--- config.mk ---
export PLATFORM = sky130hd
export DESIGN_NAME = frame_downscaler
export DESIGN_NICKNAME = d
export VERILOG_FILES = /design/src/rtl/frame_downscaler.sv
export SDC_FILE = /design/constraint.sdc
export NUM_CORES = 1
export LEC_CHECK = 0
export CAP_MARGIN = 20
export CORE_MARGIN = 1
export CORE_UTILIZATION = 55
export DETAILED_ROUTE_END_ITERATION = 10
export GPL_TIMING_DRIVEN = 1
export PLACE_DENSITY = 0.79
export SLEW_MARGIN = 15
export SYNTH_ARGS = -nofsm -noshare
export SYNTH_HDL_FRONTEND = slang
export SYNTH_SLANG_ARGS = --single-unit
--- constraint.sdc ---
create_clock -name clk -period 2.07 [get_ports clk]
set_input_delay 0.3105 -clock clk [delete_from_list [all_inputs] [get_ports clk]]
set_output_delay 0.3105 -clock clk [all_outputs]
set_load 0.01 [all_outputs]
--- src/rtl/frame_downscaler.sv ---
// frame_downscaler
//   Decimates a raster pixel stream by H_DEC horizontally and V_DEC vertically
//   and writes each output pixel to a frame RAM through a 1-cycle write port.
//   Per-frame mode (latched on v_sync): subsample (first pixel of each group)
//   or horizontal box average (truncated mean of each group).
// Ports
//   clk, rst          clock, synchronous active-high reset
//   din, din_valid    input pixel and its qualifier
//   h_sync, v_sync    1-cycle line / frame start pulses
//   avg_en            0=subsample, 1=average; sampled on v_sync only
//   wr_en/addr/data   registered RAM write port
//   frame_done        pulses together with the last write of a frame
//   busy              high while waiting for or processing a line
module frame_downscaler #(
  parameter int PIX_W    = 8,
  parameter int H_PIXELS = 768,
  parameter int V_PIXELS = 512,
  parameter int H_DEC    = 2,
  parameter int V_DEC    = 2,
  parameter int ADDR_W   = $clog2((H_PIXELS/H_DEC)*(V_PIXELS/V_DEC))
) (
  input  logic              clk,
  input  logic              rst,
  input  logic [PIX_W-1:0]  din,
  input  logic              din_valid,
  input  logic              h_sync,
  input  logic              v_sync,
  input  logic              avg_en,
  output logic              wr_en,
  output logic [ADDR_W-1:0] wr_addr,
  output logic [PIX_W-1:0]  wr_data,
  output logic              frame_done,
  output logic              busy
);

  localparam int HL    = $clog2(H_DEC);
  localparam int PH_W  = (HL > 0) ? HL : 1;
  localparam int ACC_W = PIX_W + HL;
  localparam int V_OUT = V_PIXELS / V_DEC;
  localparam int PC_W  = $clog2(H_PIXELS + 1);
  localparam int KC_W  = $clog2(V_OUT + 1);
  localparam int LP_W  = ($clog2(V_DEC) > 0) ? $clog2(V_DEC) : 1;

  typedef enum logic [1:0] {IDLE, WAIT_LINE, ACTIVE, DONE} state_t;

  state_t            state_q, state_d;
  logic [LP_W-1:0]   line_ph;    // input line index mod V_DEC
  logic [KC_W-1:0]   kept_cnt;   // kept lines started this frame
  logic [PC_W-1:0]   pix_cnt;
  logic [PH_W-1:0]   phase;
  logic [ACC_W-1:0]  acc;
  logic [ADDR_W-1:0] next_addr;
  logic              mode;

  logic              take_line, keep, accept, do_wr, last_grp, grp_end;
  logic [ACC_W-1:0]  acc_sum;
  logic [PIX_W-1:0]  wr_val;

  always_comb begin
    state_d   = state_q;
    take_line = 1'b0;
    accept    = 1'b0;
    keep      = (line_ph == '0);
    if (v_sync) begin
      state_d = WAIT_LINE;
    end else begin
      case (state_q)
        WAIT_LINE: if (h_sync) begin
          take_line = 1'b1;
          state_d   = keep ? ACTIVE : WAIT_LINE;
        end
        ACTIVE: if (h_sync) begin
          // abandons the current line; a partial group is dropped
          take_line = 1'b1;
          state_d   = keep ? ACTIVE : WAIT_LINE;
        end else if (din_valid) begin
          accept = 1'b1;
          if (pix_cnt == PC_W'(H_PIXELS - 1))
            state_d = (kept_cnt == KC_W'(V_OUT)) ? DONE : WAIT_LINE;
        end
        default: ;
      endcase
    end
  end

  always_comb begin
    grp_end  = (phase == PH_W'(H_DEC - 1));
    acc_sum  = acc + ACC_W'(din);
    do_wr    = accept && (mode ? grp_end : (phase == '0));
    wr_val   = mode ? PIX_W'(acc_sum >> HL) : din;
    // any write from the last group of the final kept line is the frame's last
    last_grp = (kept_cnt == KC_W'(V_OUT)) && (pix_cnt >= PC_W'(H_PIXELS - H_DEC));
    busy     = (state_q == WAIT_LINE) || (state_q == ACTIVE);
  end

  always_ff @(posedge clk) begin
    if (rst) begin
      state_q    <= IDLE;
      line_ph    <= '0;
      kept_cnt   <= '0;
      pix_cnt    <= '0;
      phase      <= '0;
      acc        <= '0;
      next_addr  <= '0;
      mode       <= 1'b0;
      wr_en      <= 1'b0;
      wr_addr    <= '0;
      wr_data    <= '0;
      frame_done <= 1'b0;
    end else begin
      state_q    <= state_d;
      wr_en      <= do_wr;
      frame_done <= do_wr && last_grp;
      if (do_wr) begin
        wr_addr   <= next_addr;
        wr_data   <= wr_val;
        next_addr <= next_addr + 1'b1;
      end
      if (v_sync) begin
        line_ph   <= '0;
        kept_cnt  <= '0;
        pix_cnt   <= '0;
        phase     <= '0;
        acc       <= '0;
        next_addr <= '0;
        mode      <= avg_en;
      end else if (take_line) begin
        line_ph  <= (line_ph == LP_W'(V_DEC - 1)) ? '0 : line_ph + 1'b1;
        if (keep) kept_cnt <= kept_cnt + 1'b1;
        pix_cnt  <= '0;
        phase    <= '0;
        acc      <= '0;
      end else if (accept) begin
        pix_cnt <= pix_cnt + 1'b1;
        phase   <= grp_end ? '0 : phase + 1'b1;
        acc     <= grp_end ? '0 : acc_sum;
      end
    end
  end

endmodule
======== Word level (Yosys, flattened, before mapping) ========
Cells that the tools add are included.
operators by class
  $add $sub $neg .......................... 6
  div/mod/pow operators ................... 0
  multiply operators ...................... 0
  shifts and indexed selects .............. 0
  magnitude comparators ................... 1
  mux-type cells .......................... 20
  equal/unequal tests ..................... 10
  reductions and logical operators ........ 12
  bitwise gates (word level) .............. 2
operator list
  kind                   number
  $add 17x1->17 const B  1
  $mux 2                 6
  $mux 1                 11
  $add 10x1->10 const B  1
  $eq 10x10->1 const B   1
  $ge 10x10->1 const B   1
  $add 9x1->9 const B    1
  $add 9x8->9            1
  $eq 9x9->1 const B     1
  $mux 9                 1
  $ne 3x3->1 const B     3
  $mux 8                 1
  $ne 4x4->1 const B     2
  $reduce_and 4->1       2
  $pmux 2 s2             1
  $reduce_or 2->1        2
  $logic_and 1x1->1      3
  $reduce_bool 3->1      1
  $reduce_or 3->1        1
  $add 1x1->1 const B    2
  $eq 2x1->1 const B     1
  $eq 2x2->1 const B     1
  $ne 2x2->1 const B     1
  $not 1->1              2
  3 further kinds        3
word-level totals
  ROM bits ................................ 0
  RAM bits ................................ 0
  logic and storage cells ................. 64
  latch bits .............................. 0
  bits of input ports ..................... 14
  memories ................................ 0
  register bits after elaboration ......... 77
  output and inout bits ................... 28

======== Logic depth before layout (Yosys ltp) ========
  depth in word-level cells ............... 7
  gate-level depth with buffers ........... 9
  depth with buffers taken out ............ 7

======== Worst setup path before layout ========
OpenSTA, ideal clock, no wires.
  kind .................................... in2reg
  start point ............................. input port din[0]
  end point ............................... register wr_data[7]
  data required time ...................... 1.955 ns
  buffers on the path ..................... 0
  library setup time ...................... 0.115 ns
  arrival ................................. 1.822 ns
  setup slack ............................. 0.134 ns
  cell stages on the path ................. 7
  path through ............................ ha_1 > fa_1 > a21oi_1 > o21bai_1 > a221oi_1 > xnor2_1 > o21a_1
on the way
  word-level cells in the longest chain between the ends .. 2
RTL lines
  item                  RTL line  RTL
  start, declared       24        input logic [PIX_W-1:0] din,
  $add 9x8->9           88        acc_sum = acc + ACC_W'(din);
  $mux 8                90        wr_val = mode ? PIX_W'(acc_sum >> HL) : din;
  end signal, assigned  116       wr_data <= wr_val;
  end, declared         31        output logic [PIX_W-1:0] wr_data,
Every way passes these cells.
A chain may end at the register's enable or synchronous reset.

======== Worst setup path in the final report ========
  start point ............................. register acc[0]
  end point ............................... register wr_data[7]
on the way
  word-level cells in the longest chain between the ends .. 2
RTL lines
  item                    RTL line  RTL
  start, declared         51        logic [ACC_W-1:0] acc;
  start signal, assigned  136       acc <= grp_end ? '0 : acc_sum;
  $add 9x8->9             88
  $mux 8                  90
Every way passes these cells.

==> results_dict.tcl <==
set metrics [dict create \
    power.switching_w 0.000655 \
    drtIter0Drc 136 \
    design_area_um2 4520 \
    cts_made_buffers 9 \
    synth_warnings 0 \
    synth_fp_nets 445 \
    cts_buffer_depth 2 \
    ys_top_cells_by_area "dfxtp_1 (43%), nand2_1 (6.0%), a21oi_1 (5.9%)" \
    fillers 452 \
    async_reset_ff_share_pct 0 \
    synth_flop_cell "dfxtp_1" \
    worst-path-max-fanout 3 \
    wl_per_cell_um 13.5 \
    seqCellArea_um2 1540 \
    leakagePower_nw 1.65 \
    vias 3116 \
    switching_share_pct 23.5 \
    placementRows 28 \
    synth_area_per_cell_um2 8.58 \
    crit_type "flop to flop" \
    power.internal_w 0.00213 \
    gr-total-overflow 0 \
    grt_use_met2_pct 43.4 \
    cp.required_ns 2.31 \
    grt_pass1_wl_um 12900 \
    clkTransAtPathRegs_ns 0.08 \
    gp_congestion 0.874 \
    multi_input_area_um2 1930 \
    yosysUniqueCellTypes 48 \
    p_per_area_nw_per_um2 616 \
    core-area_um2 6100 \
    worstSetupStartpoint "acc[0]" \
    layout_commonest_cell "dfxtp_1" \
    min-delay-start "wr_addr[8]" \
    r2r_setup_slack_ns 0.13 \
    clock_latency_ns 0.35 \
    hpwl_um 5640 \
    grt-busiest-layer "met2" \
    slew_headroom_pct 74.5 \
    ys_ff_latch 77 \
    clkPwrFrac_pct 39.7 \
    syn-cell-area_um2 3560 \
    antenna-diode-count 0 \
    fin_crit_sh_pct 93.8 \
    dpl-instance-area_um2 4280 \
    cts-root-buf "clkbuf_8" \
    yosysTopAreaCell "dfxtp_1" \
    drt-pass1-iter-count 4 \
    antenna_found_initial 0 \
    grt_util_met1_pct 30.6 \
    finClkSkew_ns 0.00919 \
    ir_worst_vdd_mv 0.512 \
    status "finished, final reports clean" \
    grt_usage_pct 25.0 \
    p_total_w 0.00278 \
    ios 42 \
    postSynthCellCount 415 \
    fin_crit_ns 1.94 \
    startpoint_type "flop" \
    fin_nets 520 \
    worst_pin_slew_ns 0.379 \
    numPortBuffers 41 \
    setup_viol 0 \
    seq_area_frac_synth_pct 43.3 \
    drt-vias-per-instance 5.48 \
    ant_nets 0 \
    drive_gt1_share_pct 13.8 \
    max_freq_mhz 515 \
    slew_viol_final 0 \
    die_y_um 82.5 \
    die_x_um 82.5 \
    dp_cells 553 \
    wl_um 7700 \
    cp_data_arrival_time_ns 2.18 \
    r2r-start "acc[0]" \
    seqPwrFrac_pct 53.6 \
    worstSetupEndpointType "flop" \
    dieArea_um2 6800 \
    synth_edf_count 0 \
    synth_top_area_share_pct 43.3 \
    grt_pass1_vias 2955 \
    initial_core_util_pct 58.4 \
    instances_no_fill 569 \
    cts_sinks 77 \
    drv_cap 0 \
    grt.met3_usage_pct 3.85 \
    cts_max_level 3 \
    drcViolationCount 0 \
    most-common-layout-cells "dfxtp_1 (77), nand2_1 (57), nor2_1 (46)" \
    finalHoldViolations 0 \
    grt_max_degree 29 \
    tns_ns 0 \
    area.growth.synth_to_final_pct 26.9 \
    pwr-share-comb_pct 6.7 \
    hp-class "flop to flop" \
    rsz0062_at_grt "no" \
    cts_tree "done" \
]
-- metrics by stage --
stage          hold WS [ns]  worst slack [ns]  util (%)
2_1_floorplan         0.436             0.134         -
3_3_place_gp          0.442            -0.302      70.3
3_5_place_dp          0.448            -0.434      70.3
4_1_cts               0.460            0.0175      73.5
5_1_grt               0.483            0.0162      74.1
6_report              0.457             0.129      74.1
-- layout make-up --
cell class	count	area share, %
clock buffer	9	2.74
tap	75	2.08
clock inverter	6	1.41
multi-input combinational	306	42.6
inverter	15	1.25
sequential	77	34.1
timing repair buffer	81	15.8
-- state kept, by name, summed over array words and instances, names as in the netlist --
signal	count
line_ph	1
grp_end	1
state_q	2
acc	9
frame_done	1
wr_en	1
mode	1
wr_data	8
next_addr	17
kept_cnt	9
wr_addr	17
pix_cnt	10
-- power by group through the flow --
stage / sequential [W] / clock, W / combinational (W)
2_1_floorplan: 0.00153 / 0 / 0.0000893
3_3_place_gp: 0.00153 / 0 / 0.000176
3_5_place_dp: 0.00153 / 0 / 0.000179
4_1_cts: 0.00149 / 0.00112 / 0.000181
5_1_grt: 0.00149 / 0.00118 / 0.000204
6_report: 0.00149 / 0.00110 / 0.000186
-- Yosys cell counts, types with 2 or more instances --
cell and instances:
mux2i_1 5, and3_1 4, o211ai_1 2, and4_1 5
o21ai_0 14, nand4_1 10, xnor2_1 17, ha_1 15
a211oi_1 4, clkbuf_1 11, o21a_1 3, a21oi_1 42
nand3_1 13, nand3b_1 3, nor4_1 4, nor2_1 46
buf_2 2, inv_1 15, nand2b_1 2, and2_1 3
nor3_1 8, xor2_1 16, a22oi_1 3, dfxtp_1 77
buf_4 2, a22o_1 3, nand2_1 57, or3_1 8
or2_2 2
-- per-layer routing --
layer	share of wire [%]	wire, um
met1	46	3570
met5	0	0
met2	49	3760
met4	1.4	104
met3	3.4	260
-- repair_timing --
item                       CTS  global route
gates resized for setup      2             5
setup endpoints to repair    2             6
gates cloned                 0             0
pin swaps                    1             4
hold buffers                 0             0
setup buffers                0             1
-- path summary, 6_finish.rpt --
| check | to | cells past startpoint |
|---|---|---|
| max | wr_data[7] | 8 |
| min | wr_addr[8] | 2 |
| max reg2reg | wr_data[7] | 8 |
| min reg2reg | wr_addr[8] | 2 |
-- cell families after synthesis --
| logic type | after synthesis | share of synthesized area, % |
|---|---|---|
| AO/OA/AOI/OAI | 78 | 12.8 |
| adder cells (fa/ha/maj) | 16 | 5.83 |
| XOR/XNOR | 34 | 8.57 |
| buffers and inverters | 32 | 3.69 |
| multiplexers | 5 | 1.41 |
| AND/OR/NAND/NOR | 173 | 24.5 |
| flip-flops | 77 | 43.3 |
-- worst max-delay path, stage by stage (launching register included) --
cell and delay, ns:
dfxtp_1 0.34, ha_4 0.17, fa_2 0.40, a21oi_2 0.18, o21bai_1 0.13, a221oi_2 0.23
buf_4 0.16, xnor2_1 0.06, o21a_1 0.16
Power figures use the tool's default switching activity.
